===== src/rtl/fetch_stage.sv =====
// Instruction-fetch stage with IF/ID pipeline register.
// Holds the PC, handles stall, redirect-with-squash and HALT freezing.
module fetch_stage #(
  parameter logic [15:0] RESET_PC  = 16'h0000,
  parameter logic [15:0] NOP_INSTR = 16'h0000,
  parameter logic [3:0]  HALT_OP   = 4'b1111
) (
  input  logic        clk,
  input  logic        rst,
  output logic [15:0] imem_addr,
  input  logic [15:0] imem_data,
  input  logic        stall,
  input  logic        redirect,
  input  logic [15:0] redirect_pc,
  output logic [15:0] ifid_instr,
  output logic [15:0] ifid_pc_plus2,
  output logic        ifid_valid,
  output logic [3:0]  opcode,
  output logic        halted,
  output logic [15:0] fetch_count
);

  typedef enum logic [0:0] {StRun, StHalted} state_e;

  state_e      state_q, state_d;
  logic [15:0] pc_q, pc_d;
  logic [15:0] instr_q, instr_d;
  logic [15:0] pc_plus2_q, pc_plus2_d;
  logic        valid_q, valid_d;
  logic [15:0] count_q, count_d;
  logic [15:0] pc_inc;

  assign pc_inc = pc_q + 16'd2;

  always_ff @(posedge clk or negedge rst) begin
    if (!rst) begin
      state_q    <= StRun;
      pc_q       <= RESET_PC;
      instr_q    <= NOP_INSTR;
      pc_plus2_q <= 16'h0000;
      valid_q    <= 1'b0;
      count_q    <= 16'h0000;
    end else begin
      state_q    <= state_d;
      pc_q       <= pc_d;
      instr_q    <= instr_d;
      pc_plus2_q <= pc_plus2_d;
      valid_q    <= valid_d;
      count_q    <= count_d;
    end
  end

  always_comb begin
    state_d    = state_q;
    pc_d       = pc_q;
    instr_d    = instr_q;
    pc_plus2_d = pc_plus2_q;
    valid_d    = valid_q;
    count_d    = count_q;
    if (redirect) begin
      // Redirect beats stall and also squashes a HALT sitting in IF/ID.
      state_d    = StRun;
      pc_d       = {redirect_pc[15:1], 1'b0};
      instr_d    = NOP_INSTR;
      pc_plus2_d = 16'h0000;
      valid_d    = 1'b0;
    end else if (state_q == StRun && !stall) begin
      instr_d    = imem_data;
      pc_plus2_d = pc_inc;
      valid_d    = 1'b1;
      count_d    = count_q + 16'd1;
      if (imem_data[15:12] == HALT_OP) begin
        state_d = StHalted;
      end else begin
        pc_d = pc_inc;
      end
    end
  end

  assign imem_addr     = pc_q;
  assign ifid_instr    = instr_q;
  assign ifid_pc_plus2 = pc_plus2_q;
  assign ifid_valid    = valid_q;
  assign opcode        = instr_q[15:12];
  assign halted        = (state_q == StHalted);
  assign fetch_count   = count_q;

endmodule

===== config.mk =====
export PLATFORM = sky130hd
export DESIGN_NAME = fetch_stage
export DESIGN_NICKNAME = d
export VERILOG_FILES = /design/src/rtl/fetch_stage.sv
export SDC_FILE = /design/constraint.sdc
export NUM_CORES = 1
export LEC_CHECK = 0
export BUFFER_PORTS_ARGS = -buffer_cell sky130_fd_sc_hd__buf_2
export CORE_MARGIN = 10
export CORE_UTILIZATION = 40
export DETAILED_ROUTE_END_ITERATION = 8
export PLACE_DENSITY = 0.66
export SETUP_SLACK_MARGIN = 0.02
export SYNTH_ARGS = -nofsm -noshare
export SYNTH_HDL_FRONTEND = slang
export SYNTH_SLANG_ARGS = --single-unit

===== constraint.sdc =====
create_clock -name clk -period 2.1 [get_ports clk]
set_input_delay 0.21 -clock clk [delete_from_list [all_inputs] [get_ports clk]]
set_output_delay 0.21 -clock clk [all_outputs]
set_load 0.1 [all_outputs]

# Yosys cells after proc, flatten, opt, wreduce, memory -nomap -nowiden
# Cells that the tools add are included.
# Widths: inputs -> output; s select.
# word_totals
register_bits	66
output_inout_bits	70
elab_cells	31
# op_classes
n_reduce_logical	7
mux	12
n_addsub	2
eq_ne	2
bitwise	2
# ops
operator	n
$mux 16	7
$add 16x1->16 const B	1
$add 16x2->16 const B	1
$reduce_and 2->1	3
$mux 1	5
$eq 4x4->1 const B	1
$reduce_bool 2->1	2
$ne 2x2->1 const B	1
$not 1->1	2
$logic_and 1x1->1	1
$logic_not 1->1	1

# Logic depth before layout (Yosys ltp)
# depth
depth_word	4
ltp_mapped	5
ltp_nobuf	5

# Worst setup path after synthesis
# No wires, ideal clock.
# synth_timing
path_type	reg-to-reg
startpoint	reg pc_q[4] (netlist: imem_addr[4])
endpoint	reg pc_q[15] (netlist: imem_addr[15])
setup_ns	0.124
arrival_time_ns	2.513
period_less_slack_ns	2.637
path_slack_ns	-0.537
required_time_ns	1.976
path_buffers	1
stages_incl_launch_ff	6
path_cell_list	dfrtp_1 -> clkbuf_2 -> nand3_1 -> nor4_1 -> a41oi_1 -> o31a_1
# synth_via
elab_chain_len	4
# synth_lines
element	line_no	source
from (decl)	26	logic [15:0] pc_q, pc_d;
from (signal assigned)	45	pc_q <= pc_d;
$add 16x2->16	33	assign pc_inc = pc_q + 16'd2;
$mux 16	72	if (imem_data[15:12] == HALT_OP) begin
$mux 16	67	end else if (state_q == StRun && !stall) begin
$mux 16	60	if (redirect) begin
# No other way between the ends. The select of a mux whose other input is x is not followed.
# A chain may end at the register's enable or synchronous reset.

# Worst setup path after layout
# layout_timing
startpoint	reg state_q (netlist: halted)
endpoint	reg count_q[11] (netlist: fetch_count[11])
# layout_via
elab_chain_len	3
# layout_lines
element	line_no	source
from (decl)	25	state_e state_q, state_d;
from (signal assigned)	37	state_q <= StRun;
from (signal assigned)	44	state_q <= state_d;
$not 1->1	67	
$logic_and 1x1->1	67	
$reduce_and 2->1 (no line)	-	
to (signal assigned)	49	count_q <= count_d;
to (decl)	30	logic [15:0] count_q, count_d;
# No other way between the ends.

==> impl_metrics.ini <==
[status]
outcome = complete, no violations

[grt]
antenna_found_initial = 0
track_usage_pct = 14.5
grt_pass1_wl_mm = 13.7
overflow = 0
grt_max_degree = 46
grt_pass1_vias = 2794

[worst_setup_path]
r2r-start = halted
critPathArrivalTime_ns = 2.21
cp-end-kind = register
startpoint_type = register
r2r_end = fetch_count[11]
criticalPathCategory = reg -> reg
critPathMaxFanout = 5
r2r_cells = 4
reg2reg_slack_ns = 0.15
cp.required_ns = 2.35

[final_layout]
fin_util_pct = 53.9
nFillCells = 714
diodes = 0
nNetsFinal = 469
drive_gt1_share_pct = 35.8
area_growth_pct = 28.7

[clocking]
clk_latency_ns = 0.34
clk_pin_slew_ns = 0.07
cts.sinks = 65
cts-root-buf = clkbuf_8
cts_tree = done
cts-buffers-inserted = 9
clock_path_buffers = 2
htreeDepth = 3

[yosys]
synth_area_per_cell_um2 = 9.41
synth_nets = 366
synthArstFlopShare_pct = 100
muxShareOfSynthArea_pct = 0.689
synth-compound-area-share_pct = 10.6
synthFlopType = dfrtp_1
synth_xor_area_share_pct = 9.65
yosys_warnings = 0
synth_fa_ha_area_share_pct = 0.811
synthDistinctLibCells = 42
synthSimpleGateAreaFrac_pct = 21.2
ys_ff_latch = 65
yosysSeqAreaShare_pct = 52.7
syn_area_um2 = 3090
syn_inst = 328
synth_top_family_by_area = simple AND/OR/NAND/NOR gates
synth-edff-count = 0

[timing]
max_freq_ghz = 0.512
worstMarginPinSlew_ns = 0.644
period_share_pct = 93.0
skew_ns = 0.00963
slew_headroom_pct = 57.1
report.final.slew_viol_count = 0
fin_crit_ns = 1.95
hold_viol = 0
rsz0062_at_grt = false
setup_violations = 0

[detailed_routing]
vias = 2667
drtAntennaViolNets = 0
wire_per_inst_um = 15.5
vias_per_cell = 4.99
drc = 0
firstDrtPassIters = 4
first_iter_violations = 83
routed_wl_mm = 8.31

[die]
die_y_um = 108
rows = 31
die_w_um = 108
initial_core_util_pct = 41.9
die_area_um2 = 11600
io_pins = 106
core_area_um2 = 7370

[pwr]
power_frac_clock_pct = 22.5
peakVddDrop_mv = 0.639
power_w = 0.00393
seq_power_share_pct = 39.4
leakagePower_nw = 1.88
combPwrFrac_pct = 38.1
powerDensity_nw_per_um2 = 990
power_switching_w = 0.00185
p_int_w = 0.00208
switching_share_pct = 47.0

[placed_design]
dp_hpwl_mm = 6.06
port_buffers = 103
place_congestion = 0.768

[min_path]
min_to = imem_addr[6]
min-delay-start = redirect_pc[6]
hold_depth = 3
hold_class = in -> reg

[flow_run]
cap_violations = 0
worst max path at each step:
stage,endpoint,slack [ns],start,depth (start not counted)
after floorplan,fetch_count[15],-0.07,halted,5
after global placement,fetch_count[14],0.15,halted,6
after detailed placement,fetch_count[14],0.14,halted,6
after CTS,fetch_count[11],0.13,halted,4
after global routing,fetch_count[14],0.05,halted,6
final,fetch_count[11],0.15,halted,4
through the flow:
step / instances / worst slack [ns] / hold slack, ns / setup TNS (ns) / area [µm²]
floorplan: 328 / -0.0734 / -0.0856 / -0.293 / 3170
global placement: 518 / 0.151 / 0.268 / 0 / 3790
detailed placement: 518 / 0.136 / 0.284 / 0 / 3790
CTS: 535 / 0.129 / 0.0621 / 0 / 3960
global route: 535 / 0.0485 / 0.0712 / 0 / 3970
finish: 535 / 0.148 / 0.0748 / 0 / 3970
worst max-delay path: stages, from the launching register on:
cell and delay (ns):
dfrtp_4 0.50, or4b_1 0.50, or4_4 0.59, nor2_1 0.13, xor2_1 0.16
sequential cells by signal, summed over array words and instances, names as in the netlist:
signal,count
halted,1
imem_addr,15
ifid_pc_plus2,16
fetch_count,16
ifid_valid,1
ifid_instr,16
power groups by stage:
stage	Combinational [W]	Clock, W	Sequential (W)
6_report	0.00150	0.000884	0.00155
5_1_grt	0.00157	0.000984	0.00157
4_1_cts	0.00151	0.000920	0.00155
3_5_place_dp	0.00151	0	0.00157
3_3_place_gp	0.00150	0	0.00156
2_1_floorplan	0.000336	0	0.00245
placed cells by master, fill, tap and decap left out, drive strengths merged, types with 2 or more instances in the layout:
cell / n
a31oi: 4
xor2: 10
clkbuf: 12
nand2: 60
ha: 2
nor4: 7
inv: 3
a211o: 2
clkinv: 4
and3: 3
o21ai: 17
nand3: 9
a211oi: 4
buf: 115
dfrtp: 65
or3: 2
nand4: 11
xnor2: 24
a21oi: 25
nor3: 11
nor2: 27
or4: 2
per-layer routing:
layer / up-vias / part of all wire [%] / GRT usage [%]
li1: 1326 / - / -
met1: 1263 / 44 / 17.7
met2: 76 / 46 / 22.5
met3: 2 / 9.4 / 6.71
met4: 0 / 0.57 / 4.29
met5: - / 0 / 0
Yosys cell counts (2+ instances only):
cell,n,area (µm²)
clkbuf_1,14,52.6
or3_1,2,12.5
nor3_1,10,50.1
nor4_1,7,43.8
inv_1,3,11.3
o21ai_0,17,85.1
buf_2,2,10.0
clkbuf_2,3,15.0
nor2_1,27,101
a21oi_1,25,125
buf_4,5,37.5
dfrtp_1,65,1630
nand2_1,60,225
xor2_1,10,87.6
and3_1,3,18.8
nand3_1,8,40.0
a211oi_1,4,30.0
a31oi_1,4,25.0
a211o_1,2,17.5
nand4_1,11,68.8
ha_1,2,25.0
xnor2_1,24,210
cell families (layout without fill, tap and decap cells):
kind of cell             count (synthesis)  after routing
AO/OA/AOI/OAI                           57             57
XOR/XNOR                                34             34
adder cells (fa/ha/maj)                  2              2
buffers and inverters                   28            136
flip-flops                              65             65
multiplexers                             2              2
other                                    1              1
AND/OR/NAND/NOR                        139            139
cell type report:
cell class	instances	area (µm²)	area share, %
timing repair buffer	116	628	15.8
multi-input combinational	235	1380	34.8
sequential	65	1670	41.9
tap	99	124	3.12
clock inverter	4	22.5	0.567
inverter	4	15.0	0.378
clock buffer	12	135	3.40
what timing repair did:
item,in CTS,in global routing
gates resized for setup,0,2
endpoints found under the hold margin,26,0
setup endpoints to repair,0,2
setup buffers,0,0
hold buffers,1,0
Power figures use the tool's default switching activity.
